===== config.mk =====
export PLATFORM = sky130hd
export DESIGN_NAME = branch_hazard_unit_flat
export DESIGN_NICKNAME = d
export VERILOG_FILES = /design/src/rtl/mips_hazard_pkg.sv /design/src/rtl/branch_hazard_unit_if.sv /design/src/rtl/branch_hazard_unit_operand_check.sv /design/src/rtl/branch_hazard_unit.sv /design/src/flat_wrapper.sv
export SDC_FILE = /design/constraint.sdc
export NUM_CORES = 1
export LEC_CHECK = 0
export BUFFER_PORTS_ARGS = -buffer_cell sky130_fd_sc_hd__buf_4
export CORE_MARGIN = 2
export CORE_UTILIZATION = 40
export CTS_BUF_LIST = sky130_fd_sc_hd__clkbuf_8
export CTS_CLUSTER_DIAMETER = 150
export DETAILED_ROUTE_END_ITERATION = 12
export HOLD_SLACK_MARGIN = 0.12
export REMOVE_ABC_BUFFERS = 1
export SLEW_MARGIN = 40
export SYNTH_ARGS = -nofsm -noshare
export SYNTH_HDL_FRONTEND = slang
export SYNTH_SLANG_ARGS = --single-unit

===== constraint.sdc =====
create_clock -name clk -period 2.9 [get_ports clk]
set_clock_uncertainty 0.05 [all_clocks]
set_input_delay 0.58 -clock clk [delete_from_list [all_inputs] [get_ports clk]]
set_output_delay 0.58 -clock clk [all_outputs]
set_load 0.02 [all_outputs]

===== src/rtl/mips_hazard_pkg.sv =====
// Shared hazard-unit definitions: forwarding select encodings and the
// scoreboard slot layout used by the branch, resolution and forwarding units.
package mips_hazard_pkg;

    localparam int SLOT_AW = 5;

    localparam logic [1:0] FW_NONE = 2'b00;
    localparam logic [1:0] FW_EX   = 2'b10;
    localparam logic [1:0] FW_MEM  = 2'b01;

    typedef struct packed {
        logic               wr;
        logic [SLOT_AW-1:0] dest;
        logic               load;
    } sb_slot_t;

    localparam sb_slot_t SLOT_BUBBLE = '{wr: 1'b0, dest: {SLOT_AW{1'b0}}, load: 1'b0};

    // A slot supplies register r only if it writes it; $0 is hard-wired and never matches.
    function automatic logic slot_match(input sb_slot_t s, input logic [SLOT_AW-1:0] r);
        return s.wr & (s.dest == r) & (r != {SLOT_AW{1'b0}});
    endfunction

endpackage


===== src/rtl/branch_hazard_unit_if.sv =====
// Decode-stage hazard bus: D-stage decode fields in, mux selects / stalls / flushes out.
interface branch_hazard_unit_if #(
    parameter int REG_AW = 5,
    parameter int CNT_W  = 16
);
    logic              instr_validD;
    logic [REG_AW-1:0] rsD;
    logic [REG_AW-1:0] rtD;
    logic              use_rsD;
    logic              use_rtD;
    logic              branchD;
    logic              jrD;
    logic              reg_writeD;
    logic              mem_to_regD;
    logic [REG_AW-1:0] dest_regD;
    logic              pc_srcD;
    logic [1:0]        fw_rd1;
    logic [1:0]        fw_rd2;
    logic              stallF;
    logic              stallD;
    logic              flushE;
    logic              flushD;
    logic [CNT_W-1:0]  stall_cnt;

    modport master (
        output instr_validD, rsD, rtD, use_rsD, use_rtD, branchD, jrD,
               reg_writeD, mem_to_regD, dest_regD, pc_srcD,
        input  fw_rd1, fw_rd2, stallF, stallD, flushE, flushD, stall_cnt
    );

    modport slave (
        input  instr_validD, rsD, rtD, use_rsD, use_rtD, branchD, jrD,
               reg_writeD, mem_to_regD, dest_regD, pc_srcD,
        output fw_rd1, fw_rd2, stallF, stallD, flushE, flushD, stall_cnt
    );
endinterface


===== src/rtl/branch_hazard_unit_operand_check.sv =====
// One source operand checked against the E and M scoreboard slots.
// E has priority over M; W is covered by the write-first register file.
module hazard_operand_check
    import mips_hazard_pkg::*;
(
    input  logic [SLOT_AW-1:0] reg_num,
    input  sb_slot_t           e_slot,
    input  sb_slot_t           m_slot,
    output logic [1:0]         sel,
    output logic               br_stall,
    output logic               lu_stall
);
    logic e_hit_s;
    logic m_hit_s;

    // Pick the compare-mux source, or stall when the producer is a load still in flight.
    always_comb begin
        e_hit_s  = slot_match(e_slot, reg_num);
        m_hit_s  = slot_match(m_slot, reg_num);
        sel      = FW_NONE;
        br_stall = 1'b0;
        lu_stall = e_hit_s & e_slot.load;
        if (e_hit_s) begin
            if (e_slot.load) begin
                br_stall = 1'b1;
            end else begin
                sel = FW_EX;
            end
        end else if (m_hit_s) begin
            // In M a load's ALU result is only the address, so the data is not ready yet.
            if (m_slot.load) begin
                br_stall = 1'b1;
            end else begin
                sel = FW_MEM;
            end
        end else begin
            sel = FW_NONE;
        end
    end
endmodule


===== src/rtl/branch_hazard_unit.sv =====
// Decode-stage branch/jr hazard unit. Tracks in-flight destinations in a shadow
// E/M/W scoreboard so decisions only need D-stage decode fields.
module branch_hazard_unit
    import mips_hazard_pkg::*;
#(
    parameter int REG_AW = SLOT_AW,
    parameter int CNT_W  = 16
) (
    input logic                clk,
    input logic                rst_n,
    branch_hazard_unit_if.slave bus
);
    localparam logic [CNT_W-1:0] CNT_ONE = {{(CNT_W-1){1'b0}}, 1'b1};
    localparam logic [CNT_W-1:0] CNT_MAX = {CNT_W{1'b1}};

    sb_slot_t         e_slot_r, m_slot_r, w_slot_r;
    sb_slot_t         d_slot_s;
    logic [CNT_W-1:0] stall_cnt_r;
    logic [1:0]       rs_sel_s, rt_sel_s;
    logic             rs_br_stall_s, rt_br_stall_s;
    logic             rs_lu_stall_s, rt_lu_stall_s;
    logic             rs_br_s, rt_br_s, stall_s;

    hazard_operand_check u_rs_check (
        .reg_num  (bus.rsD),
        .e_slot   (e_slot_r),
        .m_slot   (m_slot_r),
        .sel      (rs_sel_s),
        .br_stall (rs_br_stall_s),
        .lu_stall (rs_lu_stall_s)
    );

    hazard_operand_check u_rt_check (
        .reg_num  (bus.rtD),
        .e_slot   (e_slot_r),
        .m_slot   (m_slot_r),
        .sel      (rt_sel_s),
        .br_stall (rt_br_stall_s),
        .lu_stall (rt_lu_stall_s)
    );

    // Combine per-operand results into stall, compare selects and the taken-branch squash.
    always_comb begin
        rs_br_s = (bus.branchD | bus.jrD) & bus.use_rsD;
        rt_br_s = bus.branchD & bus.use_rtD;
        stall_s = bus.instr_validD &
                  ((rs_br_s & rs_br_stall_s) | (rt_br_s & rt_br_stall_s) |
                   (bus.use_rsD & rs_lu_stall_s) | (bus.use_rtD & rt_lu_stall_s));
        if (stall_s || !rs_br_s) begin
            bus.fw_rd1 = FW_NONE;
        end else begin
            bus.fw_rd1 = rs_sel_s;
        end
        if (stall_s || !rt_br_s) begin
            bus.fw_rd2 = FW_NONE;
        end else begin
            bus.fw_rd2 = rt_sel_s;
        end
        bus.stallF    = stall_s;
        bus.stallD    = stall_s;
        bus.flushE    = stall_s;
        // A taken decision made on unresolved operands is discarded while stalled.
        bus.flushD    = bus.pc_srcD & bus.instr_validD & ~stall_s;
        bus.stall_cnt = stall_cnt_r;
    end

    // Slot entering E: a bubble when stalled or D is empty, writes to $0 are dropped.
    always_comb begin
        if (stall_s || !bus.instr_validD) begin
            d_slot_s = SLOT_BUBBLE;
        end else begin
            d_slot_s.wr   = bus.reg_writeD & (bus.dest_regD != {REG_AW{1'b0}});
            d_slot_s.dest = bus.dest_regD;
            d_slot_s.load = bus.mem_to_regD;
        end
    end

    // Scoreboard always advances; a stall only changes what enters E.
    always_ff @(posedge clk or negedge rst_n) begin
        if (!rst_n) begin
            e_slot_r <= SLOT_BUBBLE;
            m_slot_r <= SLOT_BUBBLE;
            w_slot_r <= SLOT_BUBBLE;
        end else begin
            w_slot_r <= m_slot_r;
            m_slot_r <= e_slot_r;
            e_slot_r <= d_slot_s;
        end
    end

    // Saturating count of stalled cycles.
    always_ff @(posedge clk or negedge rst_n) begin
        if (!rst_n) begin
            stall_cnt_r <= {CNT_W{1'b0}};
        end else if (stall_s && (stall_cnt_r != CNT_MAX)) begin
            stall_cnt_r <= stall_cnt_r + CNT_ONE;
        end else begin
            stall_cnt_r <= stall_cnt_r;
        end
    end

endmodule

===== src/flat_wrapper.sv =====
// flat-port wrapper written by rule: the top's interface ports become plain ports
module branch_hazard_unit_flat import mips_hazard_pkg::*;
#(
    parameter int REG_AW = SLOT_AW,
    parameter int CNT_W  = 16
)
  (clk, rst_n, bus_instr_validD, bus_rsD, bus_rtD, bus_use_rsD, bus_use_rtD, bus_branchD, bus_jrD, bus_reg_writeD, bus_mem_to_regD, bus_dest_regD, bus_pc_srcD, bus_fw_rd1, bus_fw_rd2, bus_stallF, bus_stallD, bus_flushE, bus_flushD, bus_stall_cnt);
  branch_hazard_unit_if #(.REG_AW(REG_AW), .CNT_W(CNT_W)) bus_i ();
  input logic clk;
  input logic rst_n;
  input wire logic [$bits(bus_i.instr_validD)-1:0] bus_instr_validD;
  input wire logic [$bits(bus_i.rsD)-1:0] bus_rsD;
  input wire logic [$bits(bus_i.rtD)-1:0] bus_rtD;
  input wire logic [$bits(bus_i.use_rsD)-1:0] bus_use_rsD;
  input wire logic [$bits(bus_i.use_rtD)-1:0] bus_use_rtD;
  input wire logic [$bits(bus_i.branchD)-1:0] bus_branchD;
  input wire logic [$bits(bus_i.jrD)-1:0] bus_jrD;
  input wire logic [$bits(bus_i.reg_writeD)-1:0] bus_reg_writeD;
  input wire logic [$bits(bus_i.mem_to_regD)-1:0] bus_mem_to_regD;
  input wire logic [$bits(bus_i.dest_regD)-1:0] bus_dest_regD;
  input wire logic [$bits(bus_i.pc_srcD)-1:0] bus_pc_srcD;
  output wire logic [$bits(bus_i.fw_rd1)-1:0] bus_fw_rd1;
  output wire logic [$bits(bus_i.fw_rd2)-1:0] bus_fw_rd2;
  output wire logic [$bits(bus_i.stallF)-1:0] bus_stallF;
  output wire logic [$bits(bus_i.stallD)-1:0] bus_stallD;
  output wire logic [$bits(bus_i.flushE)-1:0] bus_flushE;
  output wire logic [$bits(bus_i.flushD)-1:0] bus_flushD;
  output wire logic [$bits(bus_i.stall_cnt)-1:0] bus_stall_cnt;
  assign bus_i.instr_validD = bus_instr_validD;
  assign bus_i.rsD = bus_rsD;
  assign bus_i.rtD = bus_rtD;
  assign bus_i.use_rsD = bus_use_rsD;
  assign bus_i.use_rtD = bus_use_rtD;
  assign bus_i.branchD = bus_branchD;
  assign bus_i.jrD = bus_jrD;
  assign bus_i.reg_writeD = bus_reg_writeD;
  assign bus_i.mem_to_regD = bus_mem_to_regD;
  assign bus_i.dest_regD = bus_dest_regD;
  assign bus_i.pc_srcD = bus_pc_srcD;
  assign bus_fw_rd1 = bus_i.fw_rd1;
  assign bus_fw_rd2 = bus_i.fw_rd2;
  assign bus_stallF = bus_i.stallF;
  assign bus_stallD = bus_i.stallD;
  assign bus_flushE = bus_i.flushE;
  assign bus_flushD = bus_i.flushD;
  assign bus_stall_cnt = bus_i.stall_cnt;
  branch_hazard_unit #(.REG_AW(REG_AW), .CNT_W(CNT_W)) u_core (.clk(clk), .rst_n(rst_n), .bus(bus_i));
endmodule

==> results of run 1 <==
[flip-flops by register name, summed over array words and instances, names as in the netlist]
signal	count
u_core.bus.stall_cnt	16
u_core.e_slot_r	7
u_core.m_slot_r	7
[kinds of logic (layout without fill, tap and decap cells)]
| group | Yosys count | after routing | synth area share |
|---|---|---|---|
| AO/OA/AOI/OAI | 8 | 8 | 0.0467 |
| XOR/XNOR | 32 | 32 | 0.172 |
| adder cells (fa/ha/maj) | 1 | 1 | 0.00766 |
| buffers and inverters | 7 | 70 | 0.0230 |
| flip-flops | 30 | 30 | 0.459 |
| multiplexers | 3 | 3 | 0.0207 |
| AND/OR/NAND/NOR | 79 | 79 | 0.271 |
[critical path: stages]
cell,delay [ns]
buf_4,0.13
or4_4,0.54
nor2_4,0.11
or4_4,0.17
o22ai_2,0.07
o21bai_4,0.17
and2_4,0.16
nor4_2,0.13
buf_4,0.18
[per-stage QoR]
stage / setup slack [ns] / setup TNS [ns] / total power (uW) / cell area, sq um / hold slack (ns)
6_report: 0.0252 / 0 / 945 / 2300 / 0.160
4_1_cts: -0.0164 / -0.0164 / 951 / 2220 / 0.173
3_3_place_gp: 0.00325 / 0 / 549 / 2110 / 0.367
3_5_place_dp: -0.0119 / -0.0119 / 552 / 2110 / 0.373
2_1_floorplan: -0.427 / -0.427 / 490 / 1610 / 0.234
5_1_grt: -0.0332 / -0.0486 / 988 / 2300 / 0.186
[layout make-up]
| class | instances | area share |
|---|---|---|
| multi-input cells | 123 | 0.400 |
| flip-flops and latches | 30 | 0.327 |
| repair buffers | 59 | 0.193 |
| clock buffers | 8 | 0.0479 |
| well taps | 50 | 0.0272 |
| inverters | 3 | 0.00490 |
[repair_timing]
action,CTS,global route
endpoints found under the setup margin,1,6
resized for setup,1,15
buffers inserted,0,0
pin swaps,0,4
[path summary, 6_finish.rpt]
| check | from | end | slack [ns] | depth (start not counted) |
|---|---|---|---|---|
| min in group clk | u_core.e_slot_r[5]$_DFF_PN0_ | u_core.m_slot_r[5]$_DFF_PN0_ | 0.39 | 0 |
| hold / removal | rst_n | u_core.bus.stall_cnt[8]$_DFFE_PN0P_ | 0.16 | 1 |
| setup / recovery | bus_rtD[4] | bus_fw_rd2[1] | 0.03 | 9 |
| hold reg to reg | u_core.e_slot_r[5]$_DFF_PN0_ | u_core.m_slot_r[5]$_DFF_PN0_ | 0.39 | 0 |
| setup reg to reg | u_core.m_slot_r[1]$_DFF_PN0_ | u_core.bus.stall_cnt[14]$_DFFE_PN0P_ | 0.39 | 7 |
| max in group asynchronous | rst_n | u_core.e_slot_r[2]$_DFF_PN0_ | 2.34 | 1 |
[where the power goes]
| group | internal (uW) | leakage (uW) | switching [uW] |
|---|---|---|---|
| logic | 56.0 | 0.000659 | 50.3 |
| clock network | 239 | 0.0000575 | 155 |
| registers | 431 | 0.000403 | 13.6 |
[placed cells by master (no fill, tap or decap), types with 2 or more instances in the layout]
cell	synthesis	final
and2_1	8	7
buf_4	3	59
clkbuf_8	0	8
dfrtp_1	30	29
inv_1	3	3
mux2_1	3	3
nand2_1	16	16
nand3_1	6	6
nand4_1	6	6
nor2_1	11	10
nor3_1	8	7
nor3b_1	2	2
nor4_1	7	6
nor4_2	1	2
or3_1	3	3
or4_1	4	3
or4_4	1	2
xnor2_1	12	9
xnor2_2	0	3
xor2_1	20	20
[layer usage]
metal,GRT usage,part of all wire,up-vias
li1,-,-,684
met1,0.198,0.40,701
met2,0.358,0.53,43
met3,0.0444,0.053,8
met4,0.0825,0.018,0
met5,0,0,-
==> impl_metrics.py, run 1 <==
metrics = {
    "sta": {
        "tightestPinTransition_ns": 0.378,
        "maxSlewViolCount": 0,
        "rsz0062_at_grt": "yes",
        "period_minus_slack_ns": 2.87,
        "hold_viol": 0,
        "slew_headroom": 0.748,
        "setup_viol": 0,
        "fin_crit_sh": 0.991,
        "maxClockFrequency_ghz": 0.348,
    },
    "worst_setup_path": {
        "worstSetupPathType": "in -> out",
        "crit_required_ns": 2.27,
        "start_kind": "input pin",
        "end_kind": "primary output",
        "critPathArrivalTime_ns": 2.24,
        "critPathMaxFanout": 4,
    },
    "global_routing": {
        "gr-usage-all-layers": 0.189,
        "grt_pass1_vias": 1499,
        "grt_pass1_wl_um": 6450,
        "grt_max_degree": 31,
        "grt_overflow": 0,
        "antenna_found_initial": 0,
    },
    "layout": {
        "fillers": 364,
        "layout-drive-gt1-share": 0.377,
        "area_delta_synth_final_pct": 40.6,
        "multi_input_area_sq_um": 918,
        "nets": 248,
        "final_core_util": 0.578,
        "final-instance-count-excl-fill": 273,
        "register_area_sq_um": 752,
        "antenna_cells": 0,
    },
    "drt": {
        "drt-total-wl_um": 4060,
        "viasPerCell": 5.26,
        "remaining_drc_errors": 0,
        "ant_nets": 0,
        "via_count": 1436,
        "drtPass1Iterations": 4,
        "wl_per_cell_um": 14.9,
        "drtIter0Drc": 53,
    },
    "clocking": {
        "clock_sinks": 30,
        "clockBufferDepth": 2,
        "cts-root-buf": "clkbuf_8",
        "clk_pin_slew_ns": 0.06,
        "clk_latency_ns": 0.28,
        "numCtsBuffers": 5,
        "postCtsHoldBufs": 0,
        "cts_tree": "yes",
        "h-tree-depth": 2,
    },
    "floorplan": {
        "pin_count": 49,
        "die_h_um": 67.9,
        "start_util": 0.411,
        "die_area_sq_um": 4610,
        "core.rowCount": 23,
        "coreArea_sq_um": 3970,
        "die_x_um": 67.9,
    },
    "logic_synthesis": {
        "synth_area_leaders": "dfrtp_1, xor2_1, xnor2_1, nand2_1, and2_1",
        "synth.distinct_cells": 34,
        "ys_seq_area_frac": 0.459,
        "synth_cells": 160,
        "synthesis.area_sq_um": 1630,
        "netlist.area_leader.share": 0.459,
        "synth_ff_type": "dfrtp_1",
        "synth-edff-count": 0,
        "synthMostInstantiatedCell": "dfrtp_1",
        "ys_seq_elements": 30,
        "syn_area_per_cell_sq_um": 10.2,
        "synth_warnings": 0,
        "synth_common_cells": "dfrtp_1, xor2_1, nand2_1",
        "yosysTopAreaCell": "dfrtp_1",
        "async_reset_ff_frac": 1.00,
    },
    "job": {
        "maxCapViolCount": 0,
    },
    "place": {
        "place.gp.congestion": 0.789,
        "io_buffers": 48,
        "hpwl_um": 3100,
        "place_inst": 265,
    },
    "power": {
        "p_per_area_nw_per_um2": 411,
        "peakVddDrop_uv": 243,
        "leakagePower_uw": 0.00112,
    },
    "run_status": {
        "status": "finished, final reports clean",
    },
    "worst_hold_path": {
        "holdCritPathClass": "in -> async",
    },
}
Power figures use the tool's default switching activity.
==> run 2: changes to the inputs <==
CELL_PAD_IN_SITES_DETAIL_PLACEMENT = 1   (was default)
CELL_PAD_IN_SITES_GLOBAL_PLACEMENT = 1   (was default)
PLACE_DENSITY_LB_ADDON = 0.1   (was default)
==> run 2 against run 1 <==
The flow now finishes with violations (negative setup slack). Cell count up 0.37%. Maximum frequency fell by 1.2%. Clock power is 13% lower. Utilization rose by 1.2 points.
==> impl_metrics.py, run 2 (same netlist as run 1, synthesis figures left out) <==
metrics = {
    "run_status": {
        "status": "finished, violations left",
        "violations": "negative setup slack",
    },
    "worst_setup_path": {
        "end_kind": "primary output",
        "critPathArrivalTime_ns": 2.28,
        "crit_slowest_cell": "or4_4",
        "critPathMaxFanout": 3,
        "rr_startpoint": "u_core.e_slot_r[5]$_DFF_PN0_",
        "crit_required_ns": 2.27,
        "path_buf_inv": 2,
        "timing.rr.end": "u_core.bus.stall_cnt[1]$_DFFE_PN0P_",
        "start_kind": "input pin",
        "worstSetupPathType": "in -> out",
        "crit_chain": "buf_4 > or4_4 > nor2_4 > or4_4 > o22ai_4 > o21bai_4 > and2_4 > nor4_2 > buf_4",
        "worst_path_largest_cell_delay_ns": 0.54,
        "ff2ff_setup_slack_ns": 0.24,
        "reg2reg_depth": 9,
        "cp_top_family": "simple AND/OR/NAND/NOR gates",
    },
    "clocking": {
        "clockBufferDepth": 2,
        "cts-root-buf": "clkbuf_8",
        "clk_pin_slew_ns": 0.06,
        "clk_latency_ns": 0.28,
        "numCtsBuffers": 5,
        "cts_tree": "yes",
        "clock_sinks": 30,
        "h-tree-depth": 2,
        "postCtsHoldBufs": 0,
    },
    "global_routing": {
        "antenna_found_initial": 0,
        "grt_max_degree": 31,
        "grt_pass1_vias": 1600,
        "gr-usage-all-layers": 0.226,
        "grt_overflow": 0,
        "grt_pass1_wl_um": 7450,
    },
    "layout": {
        "layout-drive-gt1-share": 0.406,
        "final_cell_mix": "buf_4, dfrtp_1, xor2_1",
        "area_delta_synth_final_pct": 43.5,
        "register_area_sq_um": 753,
        "final-instance-count-excl-fill": 274,
        "fillers": 440,
        "antenna_cells": 0,
        "multi_input_area_sq_um": 953,
        "nets": 249,
        "final_core_util": 0.590,
        "final_common_cell": "buf_4",
        "largest_reg_flops": 16,
    },
    "drt": {
        "via_count": 1471,
        "viasPerCell": 5.37,
        "ant_nets": 0,
        "drtIter0Drc": 38,
        "drtPass1Iterations": 4,
        "drt-total-wl_um": 4750,
        "remaining_drc_errors": 0,
        "wl_per_cell_um": 17.4,
    },
    "job": {
        "maxCapViolCount": 0,
    },
    "floorplan": {
        "core.rowCount": 23,
        "coreArea_sq_um": 3970,
        "die_x_um": 67.9,
        "die_h_um": 67.9,
        "pin_count": 49,
        "start_util": 0.411,
        "die_area_sq_um": 4610,
    },
    "sta": {
        "period_minus_slack_ns": 2.91,
        "hold_viol": 0,
        "tightestPinTransition_ns": 0.373,
        "setup_viol": 5,
        "rsz0062_at_grt": "yes",
        "tns_ns": -0.0279,
        "maxClockFrequency_ghz": 0.344,
        "fin_crit_sh": 1.00,
        "maxSlewViolCount": 0,
        "layout_setup_ws_ns": -0.00949,
        "slew_headroom": 0.751,
    },
    "worst_hold_path": {
        "holdCritPathClass": "in -> async",
    },
    "power": {
        "p_per_area_nw_per_um2": 384,
        "leakagePower_uw": 0.00113,
        "peakVddDrop_uv": 324,
    },
    "place": {
        "place.gp.congestion": 0.792,
        "hpwl_um": 3580,
        "place_ws_ns": -0.124,
        "io_buffers": 48,
        "place_inst": 265,
    },
}
run 2: power by group:
part / switching, uW / internal, uW / leakage, uW
registers: 15.1 / 431 / 0.000401
clock network: 155 / 188 / 0.0000524
logic: 54.6 / 58.4 / 0.000674
run 2: worst max-delay path by stage:
stage / from / endpoint / slack (ns) / cells past startpoint
after detailed placement: bus_rsD[4] / bus_flushD / -0.12 / 10
final: bus_rtD[1] / bus_fw_rd2[1] / -0.009 / 9
after CTS: bus_rtD[1] / bus_flushD / -0.03 / 10
after floorplan: bus_rtD[1] / bus_fw_rd2[1] / -0.43 / 7
after global routing: u_core.e_slot_r[5]$_DFF_PN0_ / bus_stallD / -0.11 / 8
after global placement: bus_rtD[1] / bus_fw_rd2[1] / -0.01 / 9
run 2: routing by layer:
layer / up-vias / global-route usage / share of wire
met3: 14 / 0.0477 / 0.043
met4: 0 / 0.0900 / 0.030
met1: 730 / 0.260 / 0.40
met2: 40 / 0.407 / 0.52
met5: - / 0 / 0
li1: 687 / - / -
run 2: per-stage QoR:
step                total power (uW)  cell area [sq um]  hold WS, ns
floorplan                        490               1610        0.234
global placement                 548               2110        0.352
detailed placement               556               2110        0.362
CTS                              911               2300        0.171
global route                     939               2340        0.187
finish                           901               2340        0.163
run 2: repair_timing:
item                       4_1_cts  5_1_grt
gates resized for setup         17       13
buffers inserted                 1        2
hold endpoints to repair         0        0
pin swaps                        4        5
setup endpoints to repair        6        7
cloned                           0        0
run 2: cell type report:
class | count | area share
Timing Repair Buffer | 60 | 0.202
Tap cell | 50 | 0.0267
Inverter | 3 | 0.00480
Sequential cell | 30 | 0.321
Multi-Input combinational cell | 123 | 0.407
Clock buffer | 6 | 0.0352
Clock inverter | 2 | 0.00374
